==> src/rtl/regfile_wb_sched_pkg.sv <==
// regfile_wb_sched_pkg: shared sizes, register-zero constant and requester indices
package regfile_wb_sched_pkg;
    localparam int NREQ = 3;
    localparam int AW = 5;
    localparam int DW = 32;
    localparam int IW = (NREQ > 1) ? $clog2(NREQ) : 1;
    localparam int NREG = 1 << AW;
    localparam int REQ_ALU = 0;
    localparam int REQ_LOAD = 1;
    localparam int REQ_MULDIV = 2;
    typedef logic [AW-1:0] reg_t;
    typedef logic [DW-1:0] data_t;
    localparam reg_t REG_ZERO = '0;
endpackage

==> src/rtl/regfile_wb_sched_if.sv <==
// regfile_wb_sched_if: write-back requests, scoreboard reserve/query and register-file write port
//   master: execution units / decode side; slave: the scheduler
interface regfile_wb_sched_if;
    import regfile_wb_sched_pkg::*;
    logic [NREQ-1:0] req_valid;
    logic [NREQ*AW-1:0] req_addr;
    logic [NREQ*DW-1:0] req_data;
    logic [NREQ-1:0] req_ready;
    logic hold;
    logic resv_valid;
    reg_t resv_reg;
    reg_t busy_reg1;
    reg_t busy_reg2;
    logic busy1;
    logic busy2;
    logic we;
    reg_t write_reg;
    data_t write_data;
    modport master (
        output req_valid, req_addr, req_data, hold, resv_valid, resv_reg, busy_reg1, busy_reg2,
        input req_ready, busy1, busy2, we, write_reg, write_data
    );
    modport slave (
        input req_valid, req_addr, req_data, hold, resv_valid, resv_reg, busy_reg1, busy_reg2,
        output req_ready, busy1, busy2, we, write_reg, write_data
    );
endinterface

==> src/rtl/regfile_wb_sched_arb.sv <==
// rr_arbiter: combinational round-robin pick, scanning from last+1 and wrapping
//   req: request vector; last: previously granted index
//   gnt: one-hot grant; idx: granted index (last when none); any: a grant was made
module rr_arbiter #(
    parameter int NREQ = 3,
    parameter int IW = (NREQ > 1) ? $clog2(NREQ) : 1
) (
    input  logic [NREQ-1:0] req,
    input  logic [IW-1:0]   last,
    output logic [NREQ-1:0] gnt,
    output logic [IW-1:0]   idx,
    output logic            any
);
    always_comb begin
        gnt = '0;
        idx = last;
        any = 1'b0;
        for (int k = 1; k <= NREQ; k++) begin
            logic [IW-1:0] j;
            j = IW'((int'(last) + k) % NREQ);
            if (!any && req[j]) begin
                any = 1'b1;
                idx = j;
                gnt[j] = 1'b1;
            end
        end
    end
endmodule

==> src/rtl/regfile_wb_sched.sv <==
// regfile_wb_sched: shares the register-file write port among requesters and tracks pending writes
//   clk, rst_n: clock and asynchronous active-low reset
//   bus: requests/grants, hold, reservation, busy queries and the registered write port
module regfile_wb_sched
    import regfile_wb_sched_pkg::*;
(
    input logic clk,
    input logic rst_n,
    regfile_wb_sched_if.slave bus
);
    logic [NREQ-1:0] gnt;
    logic [IW-1:0] idx;
    logic [IW-1:0] last;
    logic any;
    reg_t g_addr;
    data_t g_data;
    logic we;
    reg_t write_reg;
    data_t write_data;
    logic [NREG-1:0] pend;
    logic [NREG-1:0] pend_nxt;
    rr_arbiter #(.NREQ(NREQ), .IW(IW)) u_arb (
        .req  (bus.req_valid & {NREQ{~bus.hold}}),
        .last (last),
        .gnt  (gnt),
        .idx  (idx),
        .any  (any)
    );
    assign g_addr = bus.req_addr[int'(idx)*AW +: AW];
    assign g_data = bus.req_data[int'(idx)*DW +: DW];
    // $0 writes still take the slot and move the pointer; only WE is suppressed
    always_ff @(posedge clk or negedge rst_n) begin
        if (!rst_n) begin
            last <= IW'(NREQ - 1);
            we <= 1'b0;
            write_reg <= REG_ZERO;
            write_data <= '0;
        end else begin
            we <= any && (g_addr != REG_ZERO);
            if (any) begin
                last <= idx;
                write_reg <= g_addr;
                write_data <= g_data;
            end
        end
    end
    // reservation applied after the clear so a same-edge re-reservation keeps the bit set
    always_comb begin
        pend_nxt = pend;
        if (we) pend_nxt[write_reg] = 1'b0;
        if (bus.resv_valid) pend_nxt[bus.resv_reg] = 1'b1;
        pend_nxt[0] = 1'b0;
    end
    always_ff @(posedge clk or negedge rst_n) begin
        if (!rst_n) pend <= '0;
        else pend <= pend_nxt;
    end
    assign bus.req_ready = gnt;
    assign bus.we = we;
    assign bus.write_reg = write_reg;
    assign bus.write_data = write_data;
    assign bus.busy1 = pend[bus.busy_reg1];
    assign bus.busy2 = pend[bus.busy_reg2];
endmodule

==> src/flat_wrapper.sv <==
// flat-port wrapper written by rule: the top's interface ports become plain ports
module regfile_wb_sched_flat import regfile_wb_sched_pkg::*;
  (clk, rst_n, bus_req_valid, bus_req_addr, bus_req_data, bus_hold, bus_resv_valid, bus_resv_reg, bus_busy_reg1, bus_busy_reg2, bus_req_ready, bus_busy1, bus_busy2, bus_we, bus_write_reg, bus_write_data);
  regfile_wb_sched_if bus_i ();
  input logic clk;
  input logic rst_n;
  input wire logic [$bits(bus_i.req_valid)-1:0] bus_req_valid;
  input wire logic [$bits(bus_i.req_addr)-1:0] bus_req_addr;
  input wire logic [$bits(bus_i.req_data)-1:0] bus_req_data;
  input wire logic [$bits(bus_i.hold)-1:0] bus_hold;
  input wire logic [$bits(bus_i.resv_valid)-1:0] bus_resv_valid;
  input wire logic [$bits(bus_i.resv_reg)-1:0] bus_resv_reg;
  input wire logic [$bits(bus_i.busy_reg1)-1:0] bus_busy_reg1;
  input wire logic [$bits(bus_i.busy_reg2)-1:0] bus_busy_reg2;
  output wire logic [$bits(bus_i.req_ready)-1:0] bus_req_ready;
  output wire logic [$bits(bus_i.busy1)-1:0] bus_busy1;
  output wire logic [$bits(bus_i.busy2)-1:0] bus_busy2;
  output wire logic [$bits(bus_i.we)-1:0] bus_we;
  output wire logic [$bits(bus_i.write_reg)-1:0] bus_write_reg;
  output wire logic [$bits(bus_i.write_data)-1:0] bus_write_data;
  assign bus_i.req_valid = bus_req_valid;
  assign bus_i.req_addr = bus_req_addr;
  assign bus_i.req_data = bus_req_data;
  assign bus_i.hold = bus_hold;
  assign bus_i.resv_valid = bus_resv_valid;
  assign bus_i.resv_reg = bus_resv_reg;
  assign bus_i.busy_reg1 = bus_busy_reg1;
  assign bus_i.busy_reg2 = bus_busy_reg2;
  assign bus_req_ready = bus_i.req_ready;
  assign bus_busy1 = bus_i.busy1;
  assign bus_busy2 = bus_i.busy2;
  assign bus_we = bus_i.we;
  assign bus_write_reg = bus_i.write_reg;
  assign bus_write_data = bus_i.write_data;
  regfile_wb_sched u_core (.clk(clk), .rst_n(rst_n), .bus(bus_i));
endmodule
==> config.mk <==
export PLATFORM = sky130hd
export DESIGN_NAME = regfile_wb_sched_flat
export DESIGN_NICKNAME = d
export VERILOG_FILES = /design/src/rtl/regfile_wb_sched_pkg.sv /design/src/rtl/regfile_wb_sched_if.sv /design/src/rtl/regfile_wb_sched_arb.sv /design/src/rtl/regfile_wb_sched.sv /design/src/flat_wrapper.sv
export SDC_FILE = /design/constraint.sdc
export NUM_CORES = 1
export LEC_CHECK = 0
export CAP_MARGIN = 20
export CORE_ASPECT_RATIO = 0.6
export CORE_MARGIN = 2
export CORE_UTILIZATION = 35
export DETAILED_ROUTE_END_ITERATION = 8
export PLACE_DENSITY_LB_ADDON = 0.05
export SLEW_MARGIN = 20
export SYNTH_ARGS = -nofsm -noshare
export SYNTH_HDL_FRONTEND = slang
export SYNTH_SLANG_ARGS = --single-unit
export TNS_END_PERCENT = 5
==> constraint.sdc <==
create_clock -name clk -period 3.7 [get_ports clk]
set_input_delay 0.37 -clock clk [delete_from_list [all_inputs] [get_ports clk]]
set_output_delay 0.37 -clock clk [all_outputs]
set_load 0.02 [all_outputs]
# == Word level (Yosys, flattened, before mapping) ==
# Cells that the tools add are included.
# Widths: inputs -> output; s select.
# totals
mem_bits_ro,0
ram_bits,0
latchBits,0
regBits,71
in_bits,133
mem_count,0
output_inout_bits,43
# classes
add_sub_neg,3
magnitude_cmp,12
n_eq_ne,0
multipliers,1
shift,2
muxes,31
reduce_logical,11
n_div,3
bitwise,7
# op_table
cell,count
$mod 32x3->32 const B,3
$shiftx 96x8->32,1
$mux 32,2
$and 32x32->32,1
$not 32->32,1
$or 32x32->32,1
$shiftx 15x32->5,1
$lt 5x6->1 const B,4
$mux 1,13
$bmux 1 s5,2
$demux 1 s5,2
$ge 5x1->1 const B,2
$lt 2x3->1 const B,3
$mux 3,3
$logic_and 1x1->1,8
$add 2x2->3 const B,2
$bmux 1 s2,3
$demux 1 s2,3
$ge 2x1->1 const B,3
$mux 2,3
$or 3x3->3,2
$mul 2x3->5 const B,1
$reduce_bool 5->1,1
$add 2x1->3 const B,1
other kinds (3),4

# == Depth between registers and ports, before layout ==
# Gate-level depths: netlist (run 1).
# logic_depth
ltp_word,15
depth_mapped,12
depth_no_buf,10

# == By module ==
# A second synthesis (run 1) with hierarchy kept.
# unflattened
hier_cells,486
area_unflattened_um2,4394.2
# by_module_without_submodules
mod,cells_each,area_per_inst_um2,instances
regfile_wb_sched,440,4038.9,1
rr_arbiter,46,355.3,1

# == Worst setup path before layout (run 1) ==
# Ideal clock, no wire load.
# synth_path
kind,reg-to-reg
startpoint,register u_core.last[0]
endpoint,register u_core.write_data[5] (netlist: u_core.bus.write_data[5])
arrival_time_ns,2.719
path_slack_ns,0.844
path_stages_with_launch,13
setup_ns,0.137
required_ns,3.563
period_less_slack_ns,2.856
cell_sequence,dfrtp_1 -> inv_1 -> ha_1 -> buf_2 -> mux2i_2 -> o22ai_1 -> o21a_1 -> or4_1 -> buf_6 -> buf_6 -> mux2_4 -> a22oi_2 -> a21oi_1
# synth_via
elab_chain_len,12
# synth_lines
element,line,rtl
"start, declared",regfile_wb_sched.sv:13,logic [IW-1:0] last;
"start signal, assigned",regfile_wb_sched.sv:34,last <= IW'(NREQ - 1);
"start signal, assigned",regfile_wb_sched.sv:41,last <= idx;
$add 2x1->3,regfile_wb_sched_arb.sv:20,j = IW'((int'(last) + k) % NREQ);
$mod 32x3->32,regfile_wb_sched_arb.sv:20,
$bmux 1 s2,regfile_wb_sched_arb.sv:21,if (!any && req[j]) begin
$mux 1 (not written as such),regfile_wb_sched_arb.sv:21,
$mux 1,regfile_wb_sched_arb.sv:21,
$logic_not 1->1,regfile_wb_sched_arb.sv:21,
$logic_and 1x1->1,regfile_wb_sched_arb.sv:21,
$mux 1,regfile_wb_sched_arb.sv:21,
$logic_not 1->1,regfile_wb_sched_arb.sv:21,
$logic_and 1x1->1,regfile_wb_sched_arb.sv:21,
$mux 2,regfile_wb_sched_arb.sv:21,
$shiftx 96x8->32,regfile_wb_sched.sv:30,assign g_data = bus.req_data[int'(idx)*DW +: DW];
"end signal, assigned",regfile_wb_sched.sv:43,write_data <= g_data;
"end, declared",regfile_wb_sched.sv:19,data_t write_data;
# Several ways; a longest one is shown, not always the timed one. The select of a mux whose other input is x is not followed.
# A chain may end at the register's enable or synchronous reset.

# == Worst setup path in the final report (run 1) ==
# layout_path
startpoint,register u_core.last[1]
endpoint,register u_core.write_data[4] (netlist: u_core.bus.write_data[4])
# The elaborated chain is that of the path after synthesis.

==> impl_results.rst, run 1 <==
.. list-table::
   :header-rows: 1

   * - Metric
     - Value
   * - Port Buffers
     - between 150 and 200
   * - Largest stage delay on the critical path
     - slightly above 0.8 ns
   * - Detailed router's first-iteration violation count
     - between 200 and 250
   * - Critical path class
     - reg2reg
   * - Top cell type's share of synthesized area
     - 0.376
   * - Number of flops mapped to enable cells by yosys
     - 0
   * - Placeable core region
     - between 0.01 and 0.015 mm^2
   * - Pin count of the biggest net entering global routing
     - just over 40
   * - Post-route ant nets
     - 0
   * - Flip-flop and latch count after synthesis
     - 71
   * - Warnings, synthesis
     - 0
   * - Starting density of the core
     - 0.360
   * - Critical path launch point
     - u_core.last[1]
   * - Flip-flop count of the largest register, all copies and words added
     - 32
   * - Source-to-sink clock delay at the later pin of the worst-skew pair
     - 0.33 ns
   * - Synth area leaders
     - dfrtp_1 (38%), mux2_4 (9.0%), mux4_2 (8.7%)
   * - Number of buffers inserted during clock tree synthesis
     - 9
   * - Initial antenna violation count
     - 0
   * - Max-Cap Viols
     - 0
   * - Width of the chip
     - about 150 um
   * - Root Buffer Master
     - clkbuf_16
   * - TritonCTS sink count
     - roughly 70
   * - Number of global-route vias before repair
     - about 4300
   * - Setup Buffers After CTS
     - 0
   * - Avg Inst Size Synth
     - between 10 and 15 um^2
   * - Maximum ir drop on the vdd rail
     - 0.000371 V
   * - Internal power
     - around 3700 uW
   * - Pwr dens
     - around 900 mW/mm^2
   * - Flip-flop cell with the highest count after synthesis
     - dfrtp_1
   * - Antenna cell count
     - 0
   * - Clk pin slew, worst setup/hold paths
     - 0.06 ns
   * - Synthesized Nets
     - 572
   * - Synth async-reset ratio
     - 1.00
   * - Per-cell routed wire length
     - 18.6 um
   * - Hold bufs inserted after CTS
     - 0
   * - Synth cell count leaders
     - dfrtp_1 (70), o21ai_0 (69), nor2_1 (42)
   * - Final worst path period need
     - ~3.4 ns
   * - Sequential area share after synthesis
     - 0.382
   * - Die outline area
     - roughly 0.014 mm^2
   * - Critical path fanouts, max
     - 25
   * - # resized after CTS
     - 0
   * - CTS tree
     - built
   * - Count leader, synth
     - dfrtp_1
   * - Setup TNS
     - 0 ns
   * - Launch point of the worst reg-to-reg path
     - u_core.last[1]
   * - DRC viols
     - 0
   * - Area growth from synthesis to layout
     - 49.3%
   * - Final global-route overflow total
     - 0
   * - Least-Margin Pin Slew
     - ~0.77 ns
   * - Layout fillers
     - 1124
   * - Routed wire length
     - between 10000 and 15000 um
   * - Part of the total power dissipated in combinational logic
     - 0.604
   * - Detailed-routing iteration count for the pre-antenna-repair pass
     - 5
   * - Crit path launch type
     - flop
   * - Critical Path RT
     - 3.87 ns
   * - Drt via density
     - 5.43
   * - Slowest cell on the critical path
     - or4_2
   * - CP cell instances
     - ha_1 > mux2i_2 > or2_1 > a2111oi_1 > or4_2 > buf_12 > mux2_1 > a22oi_1 > a21oi_1
   * - Vert. Die Dim
     - between 90 and 100 um
   * - Clock network power share
     - 0.154
   * - Path category of the worst min-delay check
     - in2async
   * - Largest area contributor in the synthesized netlist
     - dfrtp_1
   * - Setup-failing EPs final
     - 0
   * - CTS Buffer Depth
     - 2
   * - Nets
     - 741
   * - Post-Syn Area
     - ~0.0047 mm^2
   * - Unrepaired setup endpoints after global routing
     - false
   * - Relative slew margins
     - 0.490
   * - Final Slew Violations
     - 0
   * - Result of the run
     - completed
   * - Fin crit share
     - 0.930
   * - Highest routing layer actually used
     - met4
   * - Total net switching power
     - approximately 2700 uW
   * - Standard-cell row count
     - 32
   * - Total leakage power
     - approximately 0.0027 uW
   * - Reg power frac
     - 0.242
   * - Dpl cell area
     - ~0.0066 mm^2
   * - Kind of capture point of the worst setup path
     - flop
   * - Area occupied by multi-input gates
     - roughly 0.0027 mm^2
   * - Layout cell share with drive strength beyond 1
     - 0.199
   * - Count of different cell masters after synthesis
     - 50
   * - Global Route Usage Sum
     - 0.207
   * - Top-level port count
     - approximately 180
   * - Final weighted congestion in routability-driven placement
     - between 0.9 and 1
   * - Hold Fails Final Rpt
     - 0
   * - Worst clock skew
     - ~0.0085 ns
   * - Maximum achievable frequency
     - roughly 0.29 GHz
   * - Switching share of total power
     - 0.417
   * - Maximum level of the CTS H-tree
     - 3
   * - Total length of routed met3 wires
     - around 1600 um
   * - Non-Filler Cell Area, Final
     - 0.00695 mm^2
   * - Vias after detailed routing
     - roughly 4200
   * - CP Data Arrival Time
     - roughly 3.6 ns
   * - Cells after Synth
     - around 440
   * - M1 wire length
     - between 6000 and 7000 um
   * - Global-route wire length before repair
     - 22900 um
   * - Detailed route wirelength on metal2
     - ~6400 um
   * - HPWL reported at the end of detailed placement
     - roughly 12000 um
   * - Total area of sequential cells
     - roughly 0.0018 mm^2
-- path summary, 6_finish.rpt --
| check | endpoint | slack [ns] | cells after the start |
|---|---|---|---|
| min in group clk | u_core.bus.write_data[9] | 0.53 | 2 |
| worst min register to register | u_core.bus.write_data[9] | 0.53 | 2 |
| worst min-delay path | u_core.bus.write_data[7] | 0.11 | 1 |
| worst max-delay path | u_core.bus.write_data[4] | 0.26 | 9 |
| worst max register to register | u_core.bus.write_data[4] | 0.26 | 9 |
| max in group asynchronous | u_core.last[1] | 2.75 | 2 |
-- kinds of logic (layout without fill, tap and decap cells) --
logic type | count (synthesis) | count (layout) | share of synthesized area
AO/OA/AOI/OAI | 163 | 163 | 0.241
AND/OR/NAND/NOR | 98 | 98 | 0.111
flip-flops | 71 | 71 | 0.382
multiplexers | 61 | 61 | 0.214
buffers and inverters | 38 | 211 | 0.0411
adder cells (fa/ha/maj) | 4 | 4 | 0.0108
-- area by class of cell --
cell class / count / share of cell area
tap: 170 / 0.0306
timing repair buffer: 186 / 0.268
inverter: 10 / 0.00540
multi-input combinational: 326 / 0.391
clock buffer: 10 / 0.0329
sequential: 71 / 0.256
clock inverter: 5 / 0.0155
-- power groups by stage --
stage	sequential (uW)	combinational [uW]	clock, uW
after floorplan	1660	2410	0
after global placement	1520	3820	0
after detailed placement	1530	3870	0
after CTS	1530	3870	998
after global routing	1600	4200	1040
final	1540	3850	979
-- layer usage --
| metal | track usage | vias to the layer above |
|---|---|---|
| met2 | 0.310 | 209 |
| met4 | 0.0656 | 0 |
| li1 | - | 1979 |
| met3 | 0.0829 | 24 |
| met1 | 0.277 | 2011 |
| met5 | 0 | - |
-- cell usage in the layout (no fill, tap or decap), types with 3 or more instances in the layout --
master / count
mux4_2: 18
a22oi_2: 28
clkbuf_16: 9
o21ai_0: 69
nor2_1: 42
nand3_1: 6
clkdlybuf4s50_1: 174
ha_1: 4
bufinv_16: 3
buf_12: 3
or3b_2: 5
dfrtp_1: 70
inv_1: 10
nand2_1: 17
a21oi_1: 38
buf_4: 8
mux2_2: 4
nand3b_1: 12
mux2_1: 7
a22oi_1: 9
mux2_4: 28
-- stage by stage --
| stage | hold slack, ns | instances | setup slack [ns] | total power (uW) | util |
|---|---|---|---|---|---|
| final | 0.111 | 778 | 0.261 | 6370 | 0.538 |
| after global routing | 0.171 | 778 | 0.0450 | 6830 | 0.538 |
| after CTS | 0.135 | 778 | 0.163 | 6400 | 0.537 |
| after detailed placement | 0.489 | 763 | 0.246 | 5400 | 0.511 |
| after global placement | 0.491 | 763 | 0.275 | 5340 | 0.511 |
| after floorplan | 0.0744 | 435 | 0.844 | 4070 | - |
-- worst max-delay path: cells and delay by family, from the launching register on --
kind	cells	cell delay (ns)
muxes	2	0.69
buffers and inverters	1	0.23
AOI/OAI and AO/OA	3	0.37
adders and majority gates	1	0.42
DFF	1	0.56
and+or+nand+nor	2	0.99
(Power assumes the default switching activity.)
==> run 2: changes to the inputs <==
--- a/config.mk
+++ b/config.mk
@@ -5,10 +5,11 @@
 export SDC_FILE = /design/constraint.sdc
 export NUM_CORES = 1
 export LEC_CHECK = 0
+export ABC_AREA = 1
 export CAP_MARGIN = 20
 export CORE_ASPECT_RATIO = 0.6
 export CORE_MARGIN = 2
-export CORE_UTILIZATION = 35
+export CORE_UTILIZATION = 45
 export DETAILED_ROUTE_END_ITERATION = 8
 export PLACE_DENSITY_LB_ADDON = 0.05
 export SLEW_MARGIN = 20
==> constraint.sdc (replaced) <==
create_clock -name clk -period 4 [get_ports clk]
set_input_delay 0.4 -clock clk [delete_from_list [all_inputs] [get_ports clk]]
set_output_delay 0.4 -clock clk [all_outputs]
set_load 0.02 [all_outputs]
==> impl_results.rst, run 2 <==
.. list-table::
   :header-rows: 1

   * - Metric
     - Value
   * - Number of buffers inserted during clock tree synthesis
     - 9
   * - Drt via density
     - 5.73
   * - DRC viols
     - 0
   * - Top cell type's share of synthesized area
     - 0.389
   * - Global-route wire length before repair
     - 25500 um
   * - Setup Buffers After CTS
     - 0
   * - Flip-flop count of the largest register, all copies and words added
     - 32
   * - Most frequent cells in the layout
     - clkdlybuf4s50_1 (174), nor2_1 (124), o21ai_0 (102)
   * - Crit path launch type
     - flop
   * - CP Data Arrival Time
     - 3.71 ns
   * - Setup-failing EPs final
     - 0
   * - Register-to-Register Path Depth
     - 9
   * - Vert. Die Dim
     - approximately 80 um
   * - Vias after detailed routing
     - about 5200
   * - # resized after CTS
     - 0
   * - CTS tree
     - built
   * - Final worst path period need
     - around 3.5 ns
   * - Detailed router's first-iteration violation count
     - roughly 530
   * - Antenna cell count
     - 0
   * - Launch point of the worst reg-to-reg path
     - u_core.last[1]
   * - Most prevalent standard cell on the critical path
     - nand2_1
   * - Path category of the worst min-delay check
     - in2async
   * - Synth area leaders
     - dfrtp_1 (39%), o21ai_0 (11%), nor2_1 (10%)
   * - Slowest cell on the critical path
     - clkinv_1
   * - Pwr dens
     - approximately 1000 mW/mm^2
   * - Max-Cap Viols
     - 0
   * - Count of different cell masters after synthesis
     - 36
   * - Global Route Usage Sum
     - 0.305
   * - Final Slew Violations
     - 0
   * - Largest area contributor in the synthesized netlist
     - dfrtp_1
   * - Nets
     - 908
   * - Synth cell count leaders
     - nor2_1 (124), o21ai_0 (102), dfrtp_1 (70)
   * - Maximum ir drop on the vdd rail
     - approximately 0.00077 V
   * - Most common cell after layout, fill and taps aside
     - clkdlybuf4s50_1
   * - Starting density of the core
     - 0.459
   * - Clk pin slew, worst setup/hold paths
     - roughly 0.06 ns
   * - Post-Syn Area
     - 0.00450 mm^2
   * - Post-route ant nets
     - 0
   * - Setup TNS
     - 0 ns
   * - Synth async-reset ratio
     - 1.00
   * - Final weighted congestion in routability-driven placement
     - ~1.0
   * - Least-Margin Pin Slew
     - roughly 1.0 ns
   * - HPWL reported at the end of detailed placement
     - around 12000 um
   * - Critical path class
     - reg2reg
   * - Number of flops mapped to enable cells by yosys
     - 0
   * - Count leader, synth
     - nor2_1
   * - Detailed-routing iteration count for the pre-antenna-repair pass
     - 6
   * - Avg Inst Size Synth
     - about 7.5 um^2
   * - Flip-flop cell with the highest count after synthesis
     - dfrtp_1
   * - Die outline area
     - between 0.01 and 0.015 mm^2
   * - Port Buffers
     - roughly 180
   * - TritonCTS sink count
     - 71
   * - Kind of capture point of the worst setup path
     - flop
   * - Sequential area share after synthesis
     - 0.395
   * - Worst reg-to-reg setup slack
     - between 0.4 and 0.5 ns
   * - Hold Fails Final Rpt
     - 0
   * - Relative slew margins
     - 0.321
   * - Unrepaired setup endpoints after global routing
     - false
   * - Final global-route overflow total
     - 0
   * - Top-level port count
     - ~180
   * - Critical path fanouts, max
     - 32
   * - Result of the run
     - completed
   * - Maximum achievable frequency
     - between 0.2 and 0.3 GHz
   * - Total leakage power
     - between 0.002 and 0.003 uW
   * - Number of global-route vias before repair
     - about 5000
   * - Initial antenna violation count
     - 0
   * - Reg2Reg Capture Point
     - u_core.bus.write_data[3]
   * - Cells after Synth
     - 604
   * - Worst clock skew
     - between 0.006 and 0.007 ns
   * - Source-to-sink clock delay at the later pin of the worst-skew pair
     - 0.34 ns
   * - Layout cell share with drive strength beyond 1
     - 0.0928
   * - Width of the chip
     - between 100 and 150 um
   * - Worst hold slack after final layout
     - between 0.07 and 0.08 ns
   * - Synthesized Nets
     - approximately 740
   * - Standard-cell row count
     - 28
   * - Placeable core region
     - roughly 0.0098 mm^2
   * - Warnings, synthesis
     - 0
   * - Root Buffer Master
     - clkbuf_16
   * - Pin count of the biggest net entering global routing
     - 46
   * - Largest stage delay on the critical path
     - approximately 0.94 ns
   * - Fin crit share
     - 0.876
   * - Hold bufs inserted after CTS
     - 0
   * - Critical Path RT
     - 4.21 ns
   * - Tot Pwr
     - between 6000 and 7000 uW
   * - Area growth from synthesis to layout
     - 46.6%
   * - Flip-flop and latch count after synthesis
     - between 70 and 80
   * - CP cell instances
     - ha_1 > inv_2 > nand3_1 > nand2_1 > nand2_1 > nor2_4 > clkinv_1 > nor2_1 > a21oi_2
   * - CTS Buffer Depth
     - 2
   * - Per-cell routed wire length
     - between 15 and 20 um
   * - Maximum level of the CTS H-tree
     - 3
   * - Routed wire length
     - about 16000 um
run 2: cell types whose count changed after synthesis, moves of 29 or more:
cell / change
nor2_1: +82
nand3_1: +53
nand2_1: +33
o21ai_0: +33
o21ai_1: +31
a21oi_2: +29
run 2: metal layers:
metal  GRT usage  vias up  routed length, um
li1            -     2430                  -
met1       0.404     2443               6960
met2       0.482      319               7050
met3       0.105       27               2060
met4      0.0840        0                278
met5           0        -                  0
run 2: worst max-delay path by stage:
stage	slack (ns)	depth (start not counted)	to	start
2_1_floorplan	1.70	10	bus_req_ready[1]	u_core.last[0]
3_3_place_gp	0.89	8	bus_busy1	bus_busy_reg1[0]
3_5_place_dp	0.91	10	u_core.bus.write_data[3]	bus_hold
4_1_cts	0.71	10	bus_req_ready[1]	u_core.last[1]
5_1_grt	0.27	11	u_core.bus.write_data[3]	u_core.last[0]
6_report	0.50	9	u_core.bus.write_data[3]	u_core.last[1]
run 2: critical path, delay by kind of cell, from the launching register on:
kind | cells | cell delay [ns]
and+or+nand+nor | 5 | 1.31
buffers and inverters | 2 | 1.08
DFF | 1 | 0.58
adders and majority gates | 1 | 0.33
AOI/OAI and AO/OA | 1 | 0.06
run 2: area by class of cell:
cell class,instances,area [um^2]
Timing Repair Buffer,180,1780
Tap cell,135,169
Multi-Input combinational cell,475,2440
Clock buffer,13,250
Fill cell,806,3210
Sequential cell,71,1780
Clock inverter,3,42.5
Inverter,34,134
run 2: cell families after synthesis:
family          share of synthesized area
simple gates                        0.236
compound gates                      0.294
flops                               0.395
buf+inv                            0.0636
fa+ha+maj                          0.0111
run 2: power breakdown:
part           leakage, uW  switching [uW]  internal (uW)
clock network     0.000140             296            499
logic              0.00172            2750           1590
registers         0.000807             377           1140
run 2: through the flow:
step | setup slack (ns) | utilization | cell area, um^2 | std cells
finish | 0.495 | 0.673 | 6600 | 911
CTS | 0.710 | 0.673 | 6600 | 911
floorplan | 1.70 | - | 4500 | 604
detailed placement | 0.905 | 0.643 | 6310 | 895
global route | 0.266 | 0.673 | 6600 | 911
global placement | 0.886 | 0.643 | 6310 | 895
==> run 3: changes to the inputs <==
--- a/config.mk
+++ b/config.mk
@@ -6,10 +6,10 @@
 export NUM_CORES = 1
 export LEC_CHECK = 0
 export ABC_AREA = 1
-export CAP_MARGIN = 20
+export CAP_MARGIN = 15
 export CORE_ASPECT_RATIO = 0.6
 export CORE_MARGIN = 2
-export CORE_UTILIZATION = 45
+export CORE_UTILIZATION = 48
 export DETAILED_ROUTE_END_ITERATION = 8
 export PLACE_DENSITY_LB_ADDON = 0.05
 export SLEW_MARGIN = 20
==> impl_results.rst, run 3 (same netlist as run 2, synthesis figures left out) <==
.. list-table::
   :header-rows: 1

   * - Metric
     - Value
   * - Result of the run
     - completed
   * - Launch point of the worst reg-to-reg path
     - u_core.last[1]
   * - Worst clock skew
     - approximately 0.0068 ns
   * - Hold bufs inserted after CTS
     - 0
   * - Final global-route overflow total
     - 0
   * - Post-route ant nets
     - 0
   * - Pin count of the biggest net entering global routing
     - 72
   * - Hold Fails Final Rpt
     - 0
   * - Vias after detailed routing
     - ~5200
   * - Total leakage power
     - around 0.0027 uW
   * - Flip-flop count of the largest register, all copies and words added
     - 32
   * - # resized after CTS
     - 0
   * - Global Route Usage Sum
     - 0.322
   * - Final weighted congestion in routability-driven placement
     - between 0.9 and 1
   * - Number of buffers inserted during clock tree synthesis
     - 9
   * - Reg2Reg Capture Point
     - u_core.bus.write_data[21]
   * - Setup-failing EPs final
     - 0
   * - Critical path class
     - in2out
   * - Register-to-Register Path Depth
     - 13
   * - CTS Buffer Depth
     - 2
   * - Tot Pwr
     - 6580 uW
   * - CTS tree
     - built
   * - Standard-cell row count
     - 27
   * - Most frequent cells in the layout
     - clkdlybuf4s50_1 (174), nor2_1 (124), o21ai_0 (102)
   * - Initial antenna violation count
     - 0
   * - Root Buffer Master
     - clkbuf_16
   * - Setup Buffers After CTS
     - 0
   * - Source-to-sink clock delay at the later pin of the worst-skew pair
     - between 0.3 and 0.4 ns
   * - Maximum ir drop on the vdd rail
     - ~0.00056 V
   * - Path category of the worst min-delay check
     - in2async
   * - Unrepaired setup endpoints after global routing
     - false
   * - Setup TNS
     - 0 ns
   * - Most common cell after layout, fill and taps aside
     - clkdlybuf4s50_1
   * - CP Data Arrival Time
     - between 3 and 4 ns
   * - Worst reg-to-reg setup slack
     - around 0.96 ns
   * - Least-Margin Pin Slew
     - 0.916 ns
   * - DRC viols
     - 0
   * - Final worst path period need
     - approximately 3.4 ns
   * - Port Buffers
     - 175
   * - Critical path fanouts, max
     - 17
   * - Placeable core region
     - around 0.009 mm^2
   * - Per-cell routed wire length
     - 17.5 um
   * - Max-Cap Viols
     - 0
   * - Detailed router's first-iteration violation count
     - 512
   * - Critical Path RT
     - between 3 and 4 ns
   * - Global-route wire length before repair
     - between 20000 and 30000 um
   * - Final Slew Violations
     - 0
   * - Drt via density
     - 5.73
   * - HPWL reported at the end of detailed placement
     - 11800 um
   * - TritonCTS sink count
     - around 70
   * - Top-level port count
     - roughly 180
   * - Detailed-routing iteration count for the pre-antenna-repair pass
     - 6
   * - Kind of capture point of the worst setup path
     - output port
   * - Maximum achievable frequency
     - slightly below 0.3 GHz
   * - Starting density of the core
     - 0.492
   * - Routed wire length
     - between 15000 and 20000 um
   * - Clk pin slew, worst setup/hold paths
     - roughly 0.060 ns
   * - Die outline area
     - about 0.010 mm^2
   * - Area growth from synthesis to layout
     - 46.2%
   * - Relative slew margins
     - 0.389
   * - Nets
     - 907
   * - Final cell utilization of the core
     - 0.719
   * - Crit path launch type
     - input port
   * - Vert. Die Dim
     - between 70 and 80 um
   * - Fin crit share
     - 0.860
   * - Number of global-route vias before repair
     - roughly 5000
   * - Antenna cell count
     - 0
   * - Width of the chip
     - 129 um
   * - Pwr dens
     - ~1000 mW/mm^2
   * - Layout fillers
     - 735
   * - Layout cell share with drive strength beyond 1
     - 0.0943
   * - Maximum level of the CTS H-tree
     - 3
run 3: how the worst max path moves through the flow:
stage,start,to,slack (ns),depth (start not counted)
after floorplan,u_core.last[0],bus_req_ready[1],1.70,10
after global placement,bus_busy_reg2[0],bus_busy2,0.77,10
after detailed placement,bus_busy_reg2[0],bus_busy2,0.67,10
after CTS,bus_busy_reg2[0],bus_busy2,0.64,10
after global routing,bus_busy_reg2[0],bus_busy2,0.38,10
final,bus_busy_reg2[0],bus_busy2,0.56,10
run 3: cell type report:
cell class | count | area (um^2) | share of cell area
Multi-Input combinational cell | 475 | 2440 | 0.371
Tap cell | 130 | 163 | 0.0247
Clock buffer | 10 | 229 | 0.0348
Clock inverter | 5 | 60.1 | 0.00912
Timing Repair Buffer | 179 | 1780 | 0.270
Inverter | 34 | 134 | 0.0203
Sequential cell | 71 | 1780 | 0.270
run 3: routing by layer:
layer  up-vias  track usage  wire [um]  share of wire
met5         -            0          0              0
met1      2391        0.416       6630           0.42
met3        38        0.113       1870           0.12
met2       329        0.504       7010           0.44
li1       2423            -          -              -
met4         0        0.111        344          0.022
run 3: critical path: stages:
cell and delay, ns:
clkdlybuf4s50_1 0.79, inv_1 0.38, a21oi_1 0.25, o21ai_0 0.11, nand3_1 0.09, o211ai_1 0.09
o21ai_0 0.11, nor2_1 0.06, a31oi_1 0.14, clkdlybuf4s50_1 0.62
run 3: through the flow:
stage                     hold slack, ns  worst slack (ns)  std cells  instance area, um^2
after global placement             0.467             0.773        889                 6290
after global routing               0.339             0.384        904                 6580
after detailed placement           0.474             0.670        889                 6290
after floorplan                    0.104              1.70        604                 4500
final                              0.255             0.561        904                 6580
after CTS                          0.301             0.640        904                 6580
run 3: where the power goes:
| group | leakage, uW | total, uW | switching [uW] | internal, uW |
|---|---|---|---|---|
| sequential | 0.000807 | 1440 | 304 | 1140 |
| combinational | 0.00171 | 4330 | 2750 | 1580 |
| clock | 0.000139 | 802 | 321 | 480 |
| total | 0.00266 | 6580 | 3370 | 3200 |
